==> src/rtl/arb_pkg.sv <==
// Shared definitions for the round-robin ring arbiter: FSM state encoding,
// the default hold limit and a one-hot to binary index helper.
package arb_pkg;

  localparam int DEFAULT_MAX_HOLD = 8;
  localparam int MAX_REQ          = 8;

  typedef enum logic [1:0] {
    ST_IDLE    = 2'd0,
    ST_GRANT   = 2'd1,
    ST_RELEASE = 2'd2
  } arb_state_e;

  // Input is zero-extended to MAX_REQ bits; OR-ing indices is exact for one-hot input.
  function automatic logic [2:0] onehot_to_idx(input logic [MAX_REQ-1:0] onehot);
    logic [2:0] idx;
    idx = '0;
    for (int i = 0; i < MAX_REQ; i++) begin
      if (onehot[i]) idx = idx | 3'(i);
    end
    return idx;
  endfunction

endpackage

==> src/rtl/rr_pick.sv <==
// Combinational round-robin winner select: first requester at or after the
// token position, wrapping from N-1 back to 0.
module rr_pick
  import arb_pkg::*;
#(
  parameter int N = 4
)(
  input  logic [N-1:0] i_req,
  input  logic [N-1:0] i_token,
  output logic [N-1:0] o_winner
);

  logic [2*N-1:0] w_req_dbl;
  logic [2*N-1:0] w_mask;
  logic [2*N-1:0] w_masked;
  logic [2*N-1:0] w_first;

  assign w_req_dbl = {i_req, i_req};
  // Keep positions at or above the token; the upper copy of req supplies the wrap-around.
  assign w_mask    = ~({{N{1'b0}}, i_token} - {{(2*N-1){1'b0}}, 1'b1});
  assign w_masked  = w_req_dbl & w_mask;
  assign w_first   = w_masked & (~w_masked + {{(2*N-1){1'b0}}, 1'b1});
  assign o_winner  = w_first[N-1:0] | w_first[2*N-1:N];

endmodule

==> src/rtl/rr_ring_arbiter.sv <==
// Round-robin arbiter with a rotating one-hot token, bounded ownership via a
// hold timer, and a one-cycle handover gap between owners.
module rr_ring_arbiter
  import arb_pkg::*;
#(
  parameter  int N        = 4,
  parameter  int MAX_HOLD = DEFAULT_MAX_HOLD,
  parameter  int CNT_W    = 8,
  localparam int IDW      = (N > 1) ? $clog2(N) : 1
)(
  input  logic           clk,
  input  logic           clear,
  input  logic [N-1:0]   req,
  output logic [N-1:0]   grant,
  output logic           grant_valid,
  output logic [IDW-1:0] grant_id,
  output logic           preempt,
  output logic           busy
);

  arb_state_e     r_state;
  logic [N-1:0]   r_token;
  logic [CNT_W-1:0] r_hold_cnt;
  logic [N-1:0]   r_grant;
  logic           r_grant_valid;
  logic [IDW-1:0] r_grant_id;
  logic           r_preempt;
  logic           r_busy;

  logic [N-1:0]   w_winner;
  logic [IDW-1:0] w_winner_id;
  logic [N-1:0]   w_token_next;
  logic           w_owner_req;
  logic           w_any_req;
  logic           w_timeout;

  rr_pick #(.N(N)) u_pick (
    .i_req    (req),
    .i_token  (r_token),
    .o_winner (w_winner)
  );

  assign w_winner_id  = IDW'(onehot_to_idx(MAX_REQ'(w_winner)));
  assign w_token_next = {r_grant[N-2:0], r_grant[N-1]};
  assign w_owner_req  = |(req & r_grant);
  assign w_any_req    = |req;
  assign w_timeout    = (r_hold_cnt == CNT_W'(MAX_HOLD - 1));

  always_ff @(posedge clk or negedge clear) begin
    if (!clear) begin
      r_state       <= ST_IDLE;
      r_token       <= N'(1);
      r_hold_cnt    <= '0;
      r_grant       <= '0;
      r_grant_valid <= 1'b0;
      r_grant_id    <= '0;
      r_preempt     <= 1'b0;
      r_busy        <= 1'b0;
    end else begin
      r_preempt <= 1'b0;
      case (r_state)
        // RELEASE arbitrates exactly like IDLE, but with the already-advanced token.
        ST_IDLE, ST_RELEASE: begin
          if (w_any_req) begin
            r_state       <= ST_GRANT;
            r_grant       <= w_winner;
            r_grant_valid <= 1'b1;
            r_grant_id    <= w_winner_id;
            r_hold_cnt    <= '0;
            r_busy        <= 1'b1;
          end else begin
            r_state <= ST_IDLE;
            r_busy  <= 1'b0;
          end
        end
        ST_GRANT: begin
          if (!w_owner_req || w_timeout) begin
            r_state       <= ST_RELEASE;
            r_grant       <= '0;
            r_grant_valid <= 1'b0;
            r_grant_id    <= '0;
            r_token       <= w_token_next;
            r_preempt     <= w_owner_req;
            r_busy        <= 1'b1;
          end else begin
            r_hold_cnt <= r_hold_cnt + CNT_W'(1);
          end
        end
        default: begin
          r_state       <= ST_IDLE;
          r_grant       <= '0;
          r_grant_valid <= 1'b0;
          r_grant_id    <= '0;
          r_busy        <= 1'b0;
        end
      endcase
    end
  end

  assign grant       = r_grant;
  assign grant_valid = r_grant_valid;
  assign grant_id    = r_grant_id;
  assign preempt     = r_preempt;
  assign busy        = r_busy;

endmodule

==> config.mk <==
export PLATFORM = sky130hd
export DESIGN_NAME = rr_ring_arbiter
export DESIGN_NICKNAME = d
export VERILOG_FILES = /design/src/rtl/arb_pkg.sv /design/src/rtl/rr_pick.sv /design/src/rtl/rr_ring_arbiter.sv
export SDC_FILE = /design/constraint.sdc
export NUM_CORES = 1
export LEC_CHECK = 0
export BUFFER_PORTS_ARGS = -buffer_cell sky130_fd_sc_hd__buf_2
export CAP_MARGIN = 40
export CORE_AREA = 2 2 50 52
export CTS_CLUSTER_DIAMETER = 30
export DETAILED_ROUTE_END_ITERATION = 8
export DIE_AREA = 0 0 52 54
export PLACE_DENSITY_LB_ADDON = 0.08
export SYNTH_ARGS = -nofsm -noshare
export SYNTH_HDL_FRONTEND = slang
export SYNTH_SLANG_ARGS = --single-unit
export TNS_END_PERCENT = 1
==> constraint.sdc <==
create_clock -name clk -period 2.83 [get_ports clk]
set_input_delay 0.283 -clock clk [delete_from_list [all_inputs] [get_ports clk]]
set_output_delay 0.283 -clock clk [all_outputs]
set_load 0.03 [all_outputs]
# After elaboration in Yosys (flattened, before gate mapping)
# Cells that the tools add are included.
[word_totals] ff_bits=23 in_bits=6
[op_classes] add_sub_neg=3 reduce_logical=10 eq_ne=6 mux=23 bitwise_logic=6
[ops] operator="$add 8x1->8 const B" count=2
[ops] operator="$and 8x8->8" count=2
[ops] operator="$mux 8" count=2
[ops] operator="$not 8->8" count=2
[ops] operator="$pmux 8 s2" count=1
[ops] operator="$mux 2" count=5
[ops] operator="$eq 8x3->1 const B" count=1
[ops] operator="$mux 1" count=8
[ops] operator="$mux 4" count=2
[ops] operator="$pmux 2 s2" count=2
[ops] operator="$pmux 4 s2" count=1
[ops] operator="$reduce_or 4->1" count=2
[ops] operator="$ne 2x2->1 const B" count=3
[ops] operator="$sub 4x1->5 const B" count=1
[ops] operator="$and 4x4->4" count=1
[ops] operator="$or 4x4->4" count=1
[ops] operator="$pmux 1 s2" count=2
[ops] operator="$reduce_and 2->1" count=2
[ops] operator="$reduce_and 3->1" count=1
[ops] operator="$eq 2x1->1 const B" count=1
[ops] operator="$eq 2x2->1 const B" count=1
[ops] operator="$logic_not 2->1" count=1
[ops] operator="$reduce_bool 2->1" count=1
[ops] operator="$reduce_or 2->1" count=1
[ops] operator="other kinds (2)" count=2

# Logic depth before layout (Yosys ltp)
# Gate-level depths: netlist of the first run.
[logic_depth] ltp_word=12 mapped_depth=6 mapped_depth_nobuf=6

# Hierarchy
# A second synthesis of the first run with hierarchy kept.
[unflattened] cells_unflattened=116 hier_area_um2=1272.5
[modules_own_cells] mod="rr_ring_arbiter" area_each_um2=1096.1 cells_per_inst=90 instances=1
[modules_own_cells] mod="rr_pick" area_each_um2=176.4 cells_per_inst=26 instances=1

# Least setup slack after synthesis of the first run
# No wires, ideal clock.
[synth_timing] path_type="reg2reg" from="reg r_hold_cnt[4]" to="reg r_token[2]" stages_incl_launch_ff=6 required_time_ps=2705 setup_slack_ps=816 arrival_time_ps=1889 period_less_slack_ps=2014 cell_sequence="dfrtp_1 -> or4_1 -> or3_1 -> buf_6 -> a21oi_4 -> mux2_4"
[synth_between] elab_chain_cells=3
[synth_lines] item="start, declared" line_no="rr_ring_arbiter.sv:23" rtl="logic [CNT_W-1:0] r_hold_cnt;"
[synth_lines] item="start signal, assigned" line_no="rr_ring_arbiter.sv:86" rtl="r_hold_cnt <= r_hold_cnt + CNT_W'(1);"
[synth_lines] item="$eq 8x3->1" line_no="rr_ring_arbiter.sv:47" rtl="assign w_timeout = (r_hold_cnt == CNT_W'(MAX_HOLD - 1));"
[synth_lines] item="$logic_or 1x1->1" line_no="rr_ring_arbiter.sv:77" rtl="if (!w_owner_req || w_timeout) begin"
[synth_lines] item="$reduce_and 2->1 (no source line)"
[synth_lines] item="end signal, assigned" line_no="rr_ring_arbiter.sv:82" rtl="r_token <= w_token_next;"
[synth_lines] item="end, declared" line_no="rr_ring_arbiter.sv:22" rtl="logic [N-1:0] r_token;"
# Every way passes these cells.
# A chain may end at the register's enable or synchronous reset.

# Worst setup path after layout of the first run
[layout_timing] from="reg r_hold_cnt[4]" to="reg r_grant[0], in the netlist grant[0]"
[layout_between] elab_chain_cells=4
[layout_lines] item="$eq 8x3->1" line_no="rr_ring_arbiter.sv:47"
[layout_lines] item="$logic_or 1x1->1" line_no="rr_ring_arbiter.sv:77"
[layout_lines] item="$ne 2x2->1 (no source line)"
[layout_lines] item="$reduce_and 2->1 (no source line)"
[layout_lines] item="end signal, assigned" line_no="rr_ring_arbiter.sv:66" rtl="r_grant <= w_winner;"
[layout_lines] item="end, declared" line_no="rr_ring_arbiter.sv:24" rtl="logic [N-1:0] r_grant;"
# Every way passes these cells.

==> run metrics, run 1 <==
Mapped Cells 118; Peak Freq 449 MHz; final slew viol count 0; ANT cells 0; unique cell type count in the Yosys netlist 42; crit path kind reg -> reg; grt ovf 0; Critical Path RT 3.02 ns; clk_lat worst skew 0.32 ns; most common cell after layout, fill and taps aside dfrtp_1; post-layout util 0.577; Finished Cell Area around 1300 um2; total track usage 0.221; drt wl/cell 15.9 um; P_leak 0.607 nW; largest family of logic cells by synthesized area simple AND/OR/NAND/NOR gates; filler-free cell count of the finished design roughly 160; Final Hold Viols 0; drt total wl 2600 um; post-synthesis simple-gate area fraction 0.196; Fin Setup TNS 0 ns; Area contributors post-synth dfrtp_1, mux2i_1, nand2_1; I/O Buffers 14; CP Launch Type flip-flop; worst vdd ir between 500 and 600 uV; most frequent cells in the layout dfrtp_1, buf_2, nand2_1, inv_1; number of remaining DRC errors 0; post-layout minimum cycle time about 2.2 ns; reg2reg start r_hold_cnt[4]; hpwl dp between 1500 and 2000 um; Post-Synth Adder-Cell Area 0.0206; outcome finished clean; Die Y 54 um; Avg Synthesized Cell Area 10.3 um2; critical path data arrival time about 2.4 ns; Core ar. 2320 um2; DR iter-0 viols 31; hold_sp req[3]; die width between 50 and 60 um; deepest clock path buffer count 2; clock skew after layout just over 0.005 ns; synth warn 0; Starting Density 0.523; CTS buffer count 3; crit end category flip-flop; pin count of the biggest net entering global routing 24; type of the tightest min-delay check in -> reg; mux contribution to synthesized area 0.0578; crit path from r_hold_cnt[4]; clock tree sinks 23; H-tree levels 1; CTS tree done; Top Ports 15; post-route clock period utilization 0.787; Placed Cells incl. Taps ~160; vias in the first global route 937; register area share after synthesis 0.476; Post-Synth XOR/XNOR Area 0.0144; post-synth top area share 0.454; layout cells sized above 1 0.187; worst-margin pin slew 0.800 ns; cell taking the most area after synthesis dfrtp_1; Mapped Nets 126; global-route wire length before repair 4480 um; CP Max Fanout 10; DRT Pass-1 Iters 4; fin nets roughly 140; clk root buf clkbuf_4; via count just under 1k; area delta synth->final 10.3%; RSZ-0062 raised after global routing no; vias per cell roughly 6; post-route ant nets 0; Max-slew headroom 0.453; Reg clk slew, reported paths between 0.1 and 0.15 ns; post-CTS sizing 0; number of max-cap violations 0; endpoints failing setup 0; placer congestion estimate 0.831; synthesized flop and latch total 23; antenna violations before repair 0; Row Count 18; PwrDens 879 nW/um2; Cell Area, Placed approximately 1300 um2; Synth Area in Compound Gates 0.194; synthesized area 1210 um2; die area 2810 um2
-- per-stage QoR --
| step | hold slack [ns] | setup slack [ns] | power [mW] |
|---|---|---|---|
| floorplan | -0.0126 | 0.816 | 0.871 |
| global placement | 0.280 | 0.690 | 1.01 |
| detailed placement | 0.287 | 0.632 | 1.02 |
| CTS | 0.311 | 0.619 | 1.18 |
| global route | 0.356 | 0.439 | 1.26 |
| finish | 0.319 | 0.604 | 1.18 |
-- area by class of cell --
type,count,area (um2)
fillers,208,982
multi-input cells,84,586
flip-flops and latches,23,577
repair buffers,15,80.1
well taps,30,37.5
inverters,8,30.0
clock buffers,3,22.5
clock inverters,1,5.00
-- flip-flops by register name, summed over array words and instances, names as in the netlist --
register     count
preempt          1
grant_id         2
grant            4
busy             1
r_token          4
grant_valid      1
r_hold_cnt       8
r_state          2
-- cell usage after synthesis, drive strengths merged --
cell type / number
o211ai: 3
mux2i: 4
dfrtp: 22
inv: 8
nor2: 4
nand2b: 3
nor4: 1
a32oi: 1
nor2b: 4
a2111oi: 1
xnor2: 2
a21oi: 6
nor3b: 3
nand3b: 1
a21o: 2
dfstp: 1
a31o: 1
o22ai: 1
o21ai: 2
o21bai: 1
o21a: 1
buf: 2
or4: 3
a31oi: 5
clkbuf: 1
mux2: 2
a22oi: 2
and3: 1
a211o: 1
or3: 3
a221o: 1
o311ai: 1
nand4: 4
nand3: 5
ha: 2
o221ai: 1
nand2: 9
o31ai: 2
nor4bb: 1
-- power by group --
| part | switching [mW] | internal (mW) | total, mW |
|---|---|---|---|
| combinational | 0.340 | 0.195 | 0.535 |
| sequential | 0.0747 | 0.403 | 0.478 |
| clock | 0.110 | 0.0530 | 0.163 |
-- per-layer routing --
layer	GRT usage	part of all wire	vias up
met5	0	0	-
met4	0.0789	0.014	0
met3	0.0333	0.040	4
met2	0.316	0.42	27
met1	0.336	0.53	458
li1	-	-	482
-- cell families (layout without fill, tap and decap cells) --
| group | after synthesis | after routing |
|---|---|---|
| AO/OA/AOI/OAI | 32 | 32 |
| XOR/XNOR | 2 | 2 |
| adder cells (fa/ha/maj) | 2 | 2 |
| buffers and inverters | 11 | 27 |
| flip-flops | 23 | 23 |
| multiplexers | 6 | 6 |
| AND/OR/NAND/NOR | 42 | 42 |
-- path summary, 6_finish.rpt --
path,end,slack (ns),cells past startpoint
min in group asynchronous,r_hold_cnt[6],0.45,2
worst min register to register,busy,0.52,1
worst max-delay path,grant[0],0.60,4
worst min-delay path,grant[3],0.32,3
worst max register to register,grant[0],0.60,4
max in group asynchronous,r_token[0],2.01,2
-- critical path, cell delays in order (launching register included) --
cell and delay (ns):
dfrtp_1 0.45, or4_1 0.51, or3_1 0.50, a21oi_1 0.44, o221ai_1 0.19
-- what timing repair did --
action	in CTS	in global routing
buffers inserted	0	0
hold endpoints to repair	22	0
setup endpoints to repair	0	0
hold buffers	1	0
No activity file was read; power rests on OpenSTA's default activity.
==> run 2, diff against run 1 <==
--- a/config.mk
+++ b/config.mk
@@ -5,12 +5,13 @@
 export SDC_FILE = /design/constraint.sdc
 export NUM_CORES = 1
 export LEC_CHECK = 0
+export ABC_AREA = 1
 export BUFFER_PORTS_ARGS = -buffer_cell sky130_fd_sc_hd__buf_2
 export CAP_MARGIN = 40
-export CORE_AREA = 2 2 50 52
+export CORE_AREA = 2 2 54 56
 export CTS_CLUSTER_DIAMETER = 30
 export DETAILED_ROUTE_END_ITERATION = 8
-export DIE_AREA = 0 0 52 54
+export DIE_AREA = 0 0 56 58
 export PLACE_DENSITY_LB_ADDON = 0.08
 export SYNTH_ARGS = -nofsm -noshare
 export SYNTH_HDL_FRONTEND = slang
==> constraint.sdc (replaced) <==
create_clock -name clk -period 1.95 [get_ports clk]
set_input_delay 0.195 -clock clk [delete_from_list [all_inputs] [get_ports clk]]
set_output_delay 0.195 -clock clk [all_outputs]
set_load 0.03 [all_outputs]
==> run 2 against run 1 <==
Clock power grew 38%. Synthesized cell count up 45%. Clock skew down 0.0012 ns. Global-route usage down 3.1 points. Non-clock buffer count stayed put. First-iteration DRC count is 65% higher. Die area up 16%. Total power is 23% lower. Worst hold slack worse by 0.027 ns. Sequential power up 6.7%. Critical path type unchanged.
==> run metrics, run 2 <==
post-layout minimum cycle time 1.63 ns (was 2.23 ns); post-CTS setup repair buffer count 0 (unchanged); hold_sp req[0] (was req[3]); reg2reg start r_token[0] (was r_hold_cnt[4]); pin count of the biggest net entering global routing 24 (unchanged); clock tree sinks 23 (unchanged); global-route wire length before repair 4740 um (was 4480 um); Psw 0.289 mW (was 0.524 mW); worst reg2reg endpoint grant[1] (was grant[0]); total track usage 0.190 (was 0.221); worst vdd ir 415 uV (was 600 uV); register area 577 um2 (unchanged); die area 3250 um2 (was 2810 um2); final slew viol count 0 (unchanged); async set-or-reset flop fraction in the synthesized netlist 1.00 (unchanged); crit path kind reg -> reg (unchanged); via count 1095 (was 971); Placed Cells incl. Taps 215 (was 159); combinational share of power 0.193 (was 0.455); Peak Freq 613 MHz (was 449 MHz); Mapped Cells 171 (was 118); CP Max Fanout 4 (was 10); Row Count 19 (was 18); Largest register FFs 8 (unchanged); register area share after synthesis 0.451 (was 0.476); RSZ-0062 raised after global routing no (unchanged); type of the tightest min-delay check in -> reg (unchanged); critical path data arrival time 1.85 ns (was 2.42 ns); Core ar. 2660 um2 (was 2320 um2); filler-free cell count of the finished design 220 (was 164); grt ovf 0 (unchanged); post-CTS sizing 0 (unchanged); Net Sw Frac 0.317 (was 0.446); delay-heaviest family, CP flip-flops (was simple AND/OR/NAND/NOR gates); Starting Density 0.481 (was 0.523); placer congestion estimate 0.917 (was 0.831); worst-margin pin slew 0.519 ns (was 0.800 ns); area delta synth->final 10.2% (was 10.3%); vias per cell 4.98 (was 5.92); drt wl/cell 12.2 um (was 15.9 um); CTS buffer count 3 (unchanged); Clk pwr share 0.247 (was 0.138); Area contributors post-synth dfrtp_1, nand2_1, nand3_1 (was dfrtp_1, mux2i_1, nand2_1); DRT Pass-1 Iters 4 (unchanged); number of remaining DRC errors 0 (unchanged); DR iter-0 viols 51 (was 31); die width 56 um (was 52 um); Final WS setup 0.318 ns (was 0.604 ns); Mapped Nets 179 (was 126); H-tree levels 1 (unchanged); Top reg by flops r_hold_cnt (unchanged); filler cell count 265 (was 208); I/O Buffers 14 (unchanged); cell taking the most area after synthesis dfrtp_1 (unchanged); endpoints failing setup 0 (unchanged); area of the multi-input gates 596 um2 (was 586 um2); CP Launch Type flip-flop (unchanged); crit end category flip-flop (unchanged); Cell Int Power 0.621 mW (was 0.652 mW); PwrDens 646 nW/um2 (was 879 nW/um2); ANT cells 0 (unchanged); fin nets 198 (was 143); Reg clk slew, reported paths 0.13 ns (was 0.14 ns); vias in the first global route 1053 (was 937); clk_lat worst skew 0.31 ns (was 0.32 ns); synthesized flop and latch total 23 (unchanged); Top Ports 15 (unchanged); Worst path slowest cell dfstp_2 (was or4_1); Post-synth EDFFs 0 (unchanged); synthesized area 1280 um2 (was 1210 um2); deepest clock path buffer count 2 (unchanged); drt total wl 2670 um (was 2600 um); synth warn 0 (unchanged); Critical Path RT 2.16 ns (was 3.02 ns); crit path cell chain inv_1 -> ha_1 -> nand2_1 -> nand2_1 -> inv_1 -> nand2_1 -> inv_1 -> nand3_1 -> nand2_1 -> nand2_1 -> nand2_1 (was or4_1 -> or3_1 -> a21oi_1 -> o221ai_1); DP Worst Slack 0.359 ns (was 0.632 ns); top cells by count, synth nand2_1, dfrtp_1, inv_1 (was dfrtp_1, nand2_1, inv_1); R2R cell count 11 (was 4); hold path cells 5 (was 3); register share of total power 0.560 (was 0.407); total power 0.910 mW (was 1.18 mW); predominant post-synthesis flop cell dfrtp_1 (unchanged); Avg Synthesized Cell Area 7.49 um2 (was 10.3 um2); antenna violations before repair 0 (unchanged); number of max-cap violations 0 (unchanged); Fin Setup TNS 0 ns (unchanged); post-route ant nets 0 (unchanged); layout cells sized above 1 0.148 (was 0.187); post-layout util 0.530 (was 0.577); P_leak 0.759 nW (was 0.607 nW); Max-slew headroom 0.654 (was 0.453); Crit path buffers/inverters 3 (was 0); post-route clock period utilization 0.837 (was 0.787); FF-to-FF setup slack 0.32 ns (was 0.60 ns); hpwl dp 1990 um (was 1920 um); clock skew after layout 0.00390 ns (was 0.00508 ns); Die Y 58 um (was 54 um); clk root buf clkbuf_4 (unchanged); Final Hold Viols 0 (unchanged); CP max stage delay 0.55 ns (was 0.51 ns); Stages on worst setup path 11 (was 4); post-synth top area share 0.430 (was 0.454); end of the worst hold path grant[0] (was grant[3]); unique cell type count in the Yosys netlist 23 (was 42); most common cell after layout, fill and taps aside nand2_1 (was dfrtp_1); cell mode on critical path nand2_1; CTS tree done (unchanged); outcome finished clean (unchanged); CTS Hold Buffers Added 1 (unchanged); most frequent cells in the layout nand2_1, inv_1, dfrtp_1, nand3_1, buf_2 (was dfrtp_1, buf_2, nand2_1, inv_1); most frequent cell after synthesis nand2_1 (was dfrtp_1)
run 2: worst reg2reg max path: stages, from the launching register on:
cell and delay [ns]:
dfstp_2 0.55, inv_1 0.07, ha_1 0.31, nand2_1 0.05, nand2_1 0.10, inv_1 0.05
nand2_1 0.08, inv_1 0.06, nand3_1 0.06, nand2_1 0.05, nand2_1 0.09, nand2_1 0.07
run 2: cell type report:
| class | instances | share of cell area |
|---|---|---|
| multi-input combinational | 123 | 0.422 |
| sequential | 23 | 0.409 |
| inverter | 24 | 0.0657 |
| timing repair buffer | 15 | 0.0568 |
| tap | 31 | 0.0275 |
| clock buffer | 4 | 0.0186 |
run 2: kinds of logic after synthesis:
kind of cell             Yosys count  synth area share
AO/OA/AOI/OAI                     15            0.0694
AND/OR/NAND/NOR                  105             0.370
XOR/XNOR                           1           0.00684
flip-flops                        23             0.451
buffers and inverters             25            0.0841
adder cells (fa/ha/maj)            2            0.0195
run 2: how the worst max path moves through the flow:
stage,end,from,slack [ns]
2_1_floorplan,r_hold_cnt[6],r_hold_cnt[0],0.52
3_3_place_gp,grant[1],r_token[0],0.38
3_5_place_dp,grant_id[0],r_token[0],0.36
4_1_cts,grant[1],r_token[0],0.32
5_1_grt,grant_id[0],r_hold_cnt[0],0.21
6_report,grant[1],r_token[0],0.32
run 2: power groups by stage:
| stage | combinational [mW] | sequential [mW] | clock [mW] |
|---|---|---|---|
| floorplan | 0.114 | 0.538 | 0 |
| global placement | 0.177 | 0.518 | 0 |
| detailed placement | 0.177 | 0.519 | 0 |
| CTS | 0.179 | 0.510 | 0.234 |
| global route | 0.198 | 0.513 | 0.255 |
| finish | 0.176 | 0.510 | 0.225 |
run 2: per-layer routing:
layer,global-route usage,wire length (um)
met4,0.0918,38
met5,0,0
met3,0.0201,102
met2,0.333,1380
met1,0.236,1150
run 2: stage by stage:
stage / area, um2 / hold WS, ns
6_report: 1410 / 0.292
5_1_grt: 1410 / 0.320
4_1_cts: 1410 / 0.279
3_5_place_dp: 1370 / 0.213
3_3_place_gp: 1370 / 0.196
2_1_floorplan: 1280 / -0.101
==> run 3, diff against run 2 <==
--- a/config.mk
+++ b/config.mk
@@ -8,10 +8,10 @@
 export ABC_AREA = 1
 export BUFFER_PORTS_ARGS = -buffer_cell sky130_fd_sc_hd__buf_2
 export CAP_MARGIN = 40
-export CORE_AREA = 2 2 54 56
+export CORE_AREA = 2 2 51 53
 export CTS_CLUSTER_DIAMETER = 30
 export DETAILED_ROUTE_END_ITERATION = 8
-export DIE_AREA = 0 0 56 58
+export DIE_AREA = 0 0 53 55
 export PLACE_DENSITY_LB_ADDON = 0.08
 export SYNTH_ARGS = -nofsm -noshare
 export SYNTH_HDL_FRONTEND = slang
==> constraint.sdc (replaced) <==
create_clock -name clk -period 1.7 [get_ports clk]
set_input_delay 0.17 -clock clk [delete_from_list [all_inputs] [get_ports clk]]
set_output_delay 0.17 -clock clk [all_outputs]
set_load 0.03 [all_outputs]
==> run 3 against run 2 <==
Register-to-register slack got worse by 0.21 ns. Wire length decreased by 4.2%. First-iteration DRC count decreased by 41%. Total power increased by 13%. Setup slack got worse by 0.21 ns. Critical path depth unchanged. Cell area increased by 0.98%. Clock power increased by 8%. Maximum frequency increased by 2.4%. Largest power group unchanged. Highest routed layer unchanged.
==> run metrics, run 3 (synthesis gave the netlist of run 2 again) <==
outcome finished clean (unchanged); H-tree levels 1 (unchanged); final slew viol count 0 (unchanged); CP Launch Type flip-flop (unchanged); post-CTS setup repair buffer count 0 (unchanged); layout cells sized above 1 0.164 (was 0.148); grt ovf 0 (unchanged); filler-free cell count of the finished design 219 (was 220); register share of total power 0.568 (was 0.560); Peak Freq 627 MHz (was 613 MHz); CP max stage delay 0.56 ns (was 0.55 ns); ANT cells 0 (unchanged); most common cell after layout, fill and taps aside nand2_1 (unchanged); crit path cell chain inv_2 -> ha_4 -> nand2_1 -> nand2_1 -> inv_1 -> nand2_1 -> inv_1 -> nand3_1 -> nand2_1 -> nand2_1 -> nand2_1 (was inv_1 -> ha_1 -> nand2_1 -> nand2_1 -> inv_1 -> nand2_1 -> inv_1 -> nand3_1 -> nand2_1 -> nand2_1 -> nand2_1); CTS buffer count 3 (unchanged); Top Ports 15 (unchanged); PwrDens 720 nW/um2 (was 646 nW/um2); most frequent cells in the layout nand2_1, dfrtp_1, inv_1, nand3_1, buf_2 (was nand2_1, inv_1, dfrtp_1, nand3_1, buf_2); gr busiest metal met2 (unchanged); global-route wire length before repair 4420 um (was 4740 um); die width 53 um (was 56 um); DR iter-0 viols 30 (was 51); critical path data arrival time 1.80 ns (was 1.85 ns); hold path cells 5 (unchanged); GR Util met1 0.239 (was 0.236); Final WS setup 0.106 ns (was 0.318 ns); clock skew after layout 0.00713 ns (was 0.00390 ns); Net Sw Frac 0.305 (was 0.317); Top reg by flops r_hold_cnt (unchanged); placer congestion estimate 0.836 (was 0.917); Core ar. 2360 um2 (was 2660 um2); antenna violations before repair 0 (unchanged); DRT Pass-1 Iters 5 (was 4); Finished Cell Area 1420 um2 (was 1410 um2); Reg clk slew, reported paths 0.12 ns (was 0.13 ns); endpoints failing setup 0 (unchanged); drt wl/cell 11.7 um (was 12.2 um); pin count of the biggest net entering global routing 24 (unchanged); post-layout minimum cycle time 1.59 ns (was 1.63 ns); Placed Cells incl. Taps 214 (was 215); Max-slew headroom 0.645 (was 0.654); CTS tree done (unchanged); vias in the first global route 1054 (was 1053); clock tree sinks 23 (unchanged); die area 2920 um2 (was 3250 um2); I/O Buffers 14 (unchanged); met3 Resource Use GR 0.0242 (was 0.0201); crit end category flip-flop (unchanged); Cell Int Power 0.713 mW (was 0.621 mW); GR Util met2 0.388 (was 0.333); fin nets 198 (unchanged); DP Worst Slack 0.0740 ns (was 0.359 ns); Final Hold Viols 0 (unchanged); number of remaining DRC errors 0 (unchanged); total track usage 0.210 (was 0.190); drt total wl 2560 um (was 2670 um); vias per cell 5.00 (was 4.98); Die Y 55 um (was 58 um); Psw 0.312 mW (was 0.289 mW); combinational share of power 0.194 (was 0.193); worst vdd ir 461 uV (was 415 uV); clk_lat worst skew 0.30 ns (was 0.31 ns); Worst path slowest cell dfstp_2 (unchanged); cell mode on critical path nand2_1 (unchanged); crit path kind reg -> reg (unchanged); type of the tightest min-delay check in -> reg (unchanged); Starting Density 0.541 (was 0.481); clk root buf clkbuf_4 (unchanged); Row Count 18 (was 19); Largest register FFs 8 (unchanged); post-route ant nets 0 (unchanged); hpwl dp 1970 um (was 1990 um); via count 1095 (unchanged); filler cell count 226 (was 265); R2R cell count 11 (unchanged); post-route clock period utilization 0.938 (was 0.837); Fin Setup TNS 0 ns (unchanged); worst-margin pin slew 0.532 ns (was 0.519 ns); P_leak 0.760 nW (was 0.759 nW); Cell Area, Placed 1370 um2 (about the same); Clk pwr share 0.238 (was 0.247); RSZ-0062 raised after global routing no (unchanged); Critical Path RT 1.91 ns (was 2.16 ns); area delta synth->final 11.2% (was 10.2%); deepest clock path buffer count 2 (unchanged); number of max-cap violations 0 (unchanged); CP Max Fanout 4 (unchanged)
-- run 3: path summary, 6_finish.rpt --
| kind | start | end | slack, ns |
|---|---|---|---|
| min in group asynchronous | clear | r_hold_cnt[3] | 0.36 |
| max | r_token[0] | grant_id[0] | 0.11 |
| min | req[0] | grant[0] | 0.29 |
| max reg2reg | r_token[0] | grant_id[0] | 0.11 |
| max in group asynchronous | clear | r_token[0] | 0.97 |
| min reg2reg | grant_valid | grant_valid | 0.50 |
-- run 3: repair_timing --
action                                  4_1_cts  5_1_grt
resized for setup                             0        3
endpoints found under the setup margin        0        3
endpoints found under the hold margin        22        0
hold buffers                                  1        0
-- run 3: critical path, delay by kind of cell, from the launching register on --
family | cells | cell delay, ns
DFF | 1 | 0.56
buffers and inverters | 3 | 0.17
adders and majority gates | 1 | 0.26
and+or+nand+nor | 7 | 0.50
-- run 3: power by group through the flow --
stage,Sequential (mW),Combinational (mW),Clock [mW]
6_report,0.582,0.199,0.243
5_1_grt,0.586,0.223,0.288
4_1_cts,0.583,0.203,0.259
3_5_place_dp,0.594,0.200,0
3_3_place_gp,0.592,0.202,0
2_1_floorplan,0.617,0.131,0
-- run 3: area by class of cell --
| type | instances | area [um2] | share of cell area |
|---|---|---|---|
| multi-input combinational | 123 | 611 | 0.429 |
| sequential | 23 | 577 | 0.405 |
| inverter | 24 | 92.6 | 0.0650 |
| timing repair buffer | 15 | 80.1 | 0.0562 |
| tap | 30 | 37.5 | 0.0264 |
| clock buffer | 4 | 26.3 | 0.0185 |
-- run 3: per-layer routing --
layer,share of wire,up-vias
li1,-,568
met1,0.42,488
met2,0.51,28
met3,0.039,11
met4,0.029,0
met5,0,-
-- run 3: metrics by stage --
| step | total power, mW | hold WS [ns] | util |
|---|---|---|---|
| 2_1_floorplan | 0.748 | -0.126 | - |
| 3_3_place_gp | 0.794 | 0.170 | 0.580 |
| 3_5_place_dp | 0.794 | 0.181 | 0.580 |
| 4_1_cts | 1.04 | 0.271 | 0.596 |
| 5_1_grt | 1.10 | 0.302 | 0.602 |
| 6_report | 1.02 | 0.287 | 0.602 |
